## config.mk

```make
export PLATFORM = sky130hd
export DESIGN_NAME = alu_sequencer
export DESIGN_NICKNAME = d
export VERILOG_FILES = /design/src/rtl/alu_sequencer.sv
export SDC_FILE = /design/constraint.sdc
export NUM_CORES = 1
export LEC_CHECK = 0
export CAP_MARGIN = 10
export CORE_ASPECT_RATIO = 2
export CORE_MARGIN = 2
export CORE_UTILIZATION = 56
export CTS_CLUSTER_DIAMETER = 150
export DETAILED_ROUTE_END_ITERATION = 12
export PLACE_DENSITY = 0.93
export SYNTH_ARGS = -nofsm -noshare
export SYNTH_HDL_FRONTEND = slang
export SYNTH_SLANG_ARGS = --single-unit
```

## constraint.sdc

```tcl
create_clock -name clk -period 2.9 [get_ports clk]
set_input_delay 0.58 -clock clk [delete_from_list [all_inputs] [get_ports clk]]
set_output_delay 0.58 -clock clk [all_outputs]
set_load 0.02 [all_outputs]
```

## src/rtl/alu_sequencer.sv

```systemverilog
// -----------------------------------------------------------------------------
// alu_sequencer
//
// Multi-cycle control stage in front of an external 8-bit add/sub ALU. It
// accepts one instruction at a time over a valid/ready handshake, reads two
// operands from a 4 x 8-bit register file, presents them to the ALU, captures
// the ALU result and writes it back to the destination register.
//
// Instruction format: [7:6] opcode (00 ADD, 01 SUB, 10 LI, 11 NOP),
//                     [5:4] rd, [3:2] rs, [3:0] imm (LI only).
//
// Ports:
//   clk          sole clock, rising edge
//   rst_n        synchronous active-low reset
//   instr_valid  instr is valid this cycle
//   instr        instruction word
//   instr_ready  block can accept an instruction (IDLE and not in reset)
//   alu_rd_data  registered operand A to the ALU
//   alu_rs_data  registered operand B to the ALU
//   alu_select   0 = add, 1 = subtract (rd - rs)
//   alu_out      combinational result returned by the ALU
//   result       value being retired (valid while done)
//   done         one-cycle pulse per retired instruction
//   dbg_addr     debug register read address
//   dbg_data     combinational read of regfile[dbg_addr]
// -----------------------------------------------------------------------------
module alu_sequencer #(
    parameter int NREG = 4,
    parameter int W    = 8
) (
    input  logic                    clk,
    input  logic                    rst_n,
    input  logic                    instr_valid,
    input  logic [7:0]              instr,
    output logic                    instr_ready,
    output logic [W-1:0]            alu_rd_data,
    output logic [W-1:0]            alu_rs_data,
    output logic                    alu_select,
    input  logic [W-1:0]            alu_out,
    output logic [W-1:0]            result,
    output logic                    done,
    input  logic [$clog2(NREG)-1:0] dbg_addr,
    output logic [W-1:0]            dbg_data
);

    localparam int AW = $clog2(NREG);

    localparam logic [1:0] OP_ADD = 2'b00;
    localparam logic [1:0] OP_SUB = 2'b01;
    localparam logic [1:0] OP_LI  = 2'b10;
    localparam logic [1:0] OP_NOP = 2'b11;

    typedef enum logic [1:0] {
        IDLE,
        OPER,
        CAPT,
        WB
    } state_t;

    state_t state_reg;
    state_t state_next;

    logic [1:0]    op_reg;
    logic [AW-1:0] rd_reg;
    logic [W-1:0]  alu_rd_data_reg;
    logic [W-1:0]  alu_rs_data_reg;
    logic          alu_select_reg;
    logic [W-1:0]  result_reg;
    logic [W-1:0]  regfile [NREG];
    logic          wr_en;

    wire [1:0]    in_op = instr[7:6];
    wire [AW-1:0] in_rd = instr[5:4];
    wire [AW-1:0] in_rs = instr[3:2];
    wire          accept = (state_reg == IDLE) && instr_valid;

    // ---------------------------------------------------------------- FSM
    always_ff @(posedge clk) begin
        if (!rst_n) begin
            state_reg <= IDLE;
        end else begin
            state_reg <= state_next;
        end
    end

    always_comb begin
        state_next = state_reg;
        case (state_reg)
            IDLE: begin
                if (instr_valid) begin
                    // ADD/SUB need the ALU round trip; LI/NOP retire directly
                    state_next = (in_op == OP_ADD || in_op == OP_SUB) ? OPER : WB;
                end
            end
            OPER:    state_next = CAPT;
            CAPT:    state_next = WB;
            WB:      state_next = IDLE;
            default: state_next = IDLE;
        endcase
    end

    // ------------------------------------------------------- datapath regs
    // Operands, select and result only change in their update states and
    // hold their last value otherwise.
    always_ff @(posedge clk) begin
        if (!rst_n) begin
            op_reg          <= OP_NOP;
            rd_reg          <= '0;
            alu_rd_data_reg <= '0;
            alu_rs_data_reg <= '0;
            alu_select_reg  <= 1'b0;
            result_reg      <= '0;
        end else begin
            if (accept) begin
                op_reg <= in_op;
                rd_reg <= in_rd;
                case (in_op)
                    OP_ADD, OP_SUB: begin
                        // Both reads see pre-instruction values, so rd == rs works
                        alu_rd_data_reg <= regfile[in_rd];
                        alu_rs_data_reg <= regfile[in_rs];
                        alu_select_reg  <= in_op[0];
                    end
                    OP_LI:   result_reg <= {{(W-4){1'b0}}, instr[3:0]};
                    default: result_reg <= '0;
                endcase
            end
            if (state_reg == CAPT) begin
                result_reg <= alu_out;
            end
        end
    end

    // ------------------------------------------------------- register file
    // Write happens on the edge leaving WB, so dbg_data still shows the old
    // rd value during WB.
    assign wr_en = (state_reg == WB) && (op_reg != OP_NOP);

    generate
        for (genvar gi = 0; gi < NREG; gi++) begin : gen_reg
            logic [W-1:0] data_reg;

            always_ff @(posedge clk) begin
                if (!rst_n) begin
                    data_reg <= '0;
                end else if (wr_en && (rd_reg == AW'(gi))) begin
                    data_reg <= result_reg;
                end
            end

            assign regfile[gi] = data_reg;
        end
    endgenerate

    // ------------------------------------------------------------- outputs
    assign instr_ready = (state_reg == IDLE) && rst_n;
    assign alu_rd_data = alu_rd_data_reg;
    assign alu_rs_data = alu_rs_data_reg;
    assign alu_select  = alu_select_reg;
    assign result      = result_reg;
    assign done        = (state_reg == WB);
    assign dbg_data    = regfile[dbg_addr];

endmodule

```

==> results of run 1 <==
per-stage QoR:
stage	cells	hold WS, ps	worst slack [ps]	cell area (um2)	utilization (%)
after global placement	360	451.7	31.60	3586	70.42
after floorplan	253	438.4	932.8	2948	-
after CTS	376	488.0	9.231	3807	74.77
final	376	483.9	25.61	3815	74.91
after detailed placement	360	472.1	9.236	3586	70.42
after global routing	376	504.7	0.1859	3815	74.91
layout make-up:
class                   instances  area (um2)  area share [%]
clock buffers                  10       137.6           3.608
clock inverters                 6       83.83           2.197
inverters                       2       7.507          0.1968
multi-input cells             169        1584           41.52
flip-flops and latches         63        1261           33.06
well taps                      58       72.57           1.902
repair buffers                 68       668.1           17.51
cell families (layout without fill, tap and decap cells):
| logic type | after synthesis | after routing | share of synthesized area (%) |
|---|---|---|---|
| and+or+nand+nor | 71 | 71 | 11.38 |
| buffers and inverters | 21 | 86 | 3.693 |
| DFF | 63 | 63 | 42.78 |
| AOI/OAI and AO/OA | 37 | 37 | 10.91 |
| adders and majority gates | 4 | 4 | 1.698 |
| muxes | 57 | 57 | 29.54 |
layer usage:
metal	share of wire (%)	track usage, %	vias to the layer above
li1	-	-	1060
met1	36	25.91	1138
met2	56	46.26	81
met3	4.5	4.463	23
met4	3.3	15.33	0
met5	0	0	-
where the power goes:
part	internal (uW)	switching, uW	total [uW]
Sequential	908	36.8	945
Combinational	191	255	446
Clock	504	349	853
cells in the final DEF, fill, tap and decap left out, types with 2 or more instances in the layout:
master | netlist | final
a21boi_0 | 7 | 7
a22o_1 | 6 | 6
a22o_2 | 10 | 10
a22oi_1 | 4 | 4
a32oi_1 | 4 | 4
buf_4 | 0 | 12
bufinv_16 | 0 | 2
clkbuf_8 | 0 | 10
clkdlybuf4s50_1 | 0 | 52
clkinv_2 | 0 | 3
dfxtp_1 | 63 | 63
dlymetal6s2s_1 | 0 | 3
ha_1 | 4 | 4
inv_1 | 2 | 2
mux2i_1 | 33 | 33
mux4_2 | 24 | 24
nand2_1 | 51 | 51
nand3_1 | 4 | 4
nand4b_1 | 3 | 3
nor2_1 | 2 | 2
nor2b_1 | 4 | 4
o211a_1 | 2 | 2
worst max-delay path, cell delays in order:
cell             delay (ps)
clkdlybuf4s50_1         520
buf_12                  150
mux4_2                  490
clkdlybuf4s50_1         550
cell usage after synthesis (2+ instances only):
master	count
ha_1	4
a32oi_1	4
a22o_1	6
a21boi_0	7
buf_2	11
dfxtp_1	63
mux2i_1	33
buf_6	2
inv_1	2
nand4b_1	3
nand3_1	4
nor2b_1	4
mux4_2	24
clkbuf_1	5
nand2_1	51
nor2_1	2
a22o_2	10
o211a_1	2
a22oi_1	4
path summary, 6_finish.rpt:
check / start / cells past startpoint / slack, ps / endpoint
max: dbg_addr[1] / 4 / 30 / dbg_data[1]
max reg2reg: state_reg[0]$_SDFFE_PN0P_ / 5 / 1010 / result[0]$_SDFFE_PN0P_
min: alu_rs_data[3]$_SDFFE_PN0P_ / 1 / 480 / alu_rs_data[3]$_SDFFE_PN0P_
min reg2reg: alu_rs_data[3]$_SDFFE_PN0P_ / 1 / 480 / alu_rs_data[3]$_SDFFE_PN0P_
timing repair:
item / in CTS / in global routing
hold buffers: 0 / 0
setup endpoints to repair: 0 / 3
gates resized for setup: 0 / 3
==> results.yml, run 1 <==
finish:
  antenna_cells: 0
  areaGrowthSynthToFinish_pct: 29.41
  largest_reg_flops: 32
  fillers: 333
  nets: 338
  layout-drive-gt1-share_pct: 21.07
yosys:
  synth_top_area_share_pct: 42.78
  async_flop_share_pct: 0
  ys_ff_latch: 63
  synth_cell_types: 31
  ys.flop_type: "dfxtp_1"
  yosysSeqAreaShare_pct: 42.78
  yosys_warnings: 0
  synth.avg_cell_area_um2: 11.65
  synth_largest_area_cell: "dfxtp_1"
  syn-num-nets: 278
  syn_inst: 253
  synth_area_leaders: "dfxtp_1, mux4_2, mux2i_1"
  synth_area_um2: 2948
  synth_edf_count: 0
clock_network:
  clock_latency_ps: 350
  post_cts_buffers: 0
  cts_root_buf: "clkbuf_8"
  path_clk_slew_ps: 70
  clk_path_buf_depth: 2
  cts_max_level: 3
  cts_tree: "done"
  cts_buffers: 9
  clkSinkCount: 63
sta:
  hold_viol: 0
  clock.fmax_mhz: 347.9
  fin_tns_setup_ps: 0
  slew_viol_final: 0
  rsz0062_at_grt: "no"
  finalCriticalPeriod_ps: 2874
  fin_crit_sh_pct: 99.12
  tightest_slew_ps: 723.6
  maxSlewHeadroom_pct: 51.54
  fin_skew_ps: 10.08
  setup_viol: 0
floorplan:
  ios: 56
  die_area_um2: 5895
  initial_utilization_pct: 57.89
  num_rows: 37
  die_h_um: 106.6
  core-area_um2: 5092
  die_w_um: 55.30
worst_setup_path:
  crit_type: "primary input to output port"
  path_max_fanout: 8
  worstSetupEndpointType: "output port"
  cp.required_ps: 2320
  critPathLaunchType: "primary input"
  cp_data_arrival_time_ps: 2290
status:
  outcome: "finished clean"
global_routing:
  antenna_found_initial: 0
  grt_pass1_wl_mm: 11.32
  grtUsageTotal_pct: 25.24
  grt_pass1_vias: 2335
  grt_overflow: 0
  grt_max_degree: 58
power:
  vdd_ir_drop_max_mv: 0.5375
  power_uw: 2244
  power_density_nw_per_um2: 588.2
  leakagePower_uw: 0.001589
place:
  place.gp.congestion: 0.8029
  dp_hpwl_mm: 4.967
  port_buffers: 55
route:
  ant_nets: 0
  drc: 0
  drt_iter0_drc: 68
  dr.pass1.iters: 5
  routed_via_density: 6.122
  post_drt_wl_per_cell_um: 18.85
  num_vias: 2302
  wl_mm: 7.088
run:
  drv_cap: 0
worst_hold_path:
  min_path_type: "flip-flop to flip-flop"
Power figures use the tool's default switching activity.
==> run 2, diff against run 1 <==
--- a/config.mk
+++ b/config.mk
@@ -11,6 +11,7 @@
 export CORE_UTILIZATION = 56
 export CTS_CLUSTER_DIAMETER = 150
 export DETAILED_ROUTE_END_ITERATION = 12
+export HOLD_SLACK_MARGIN = 0.06
 export PLACE_DENSITY = 0.93
 export SYNTH_ARGS = -nofsm -noshare
 export SYNTH_HDL_FRONTEND = slang
==> results of run 2 <==
No change in the layout: final DEF, timing and power equal those of run 1.
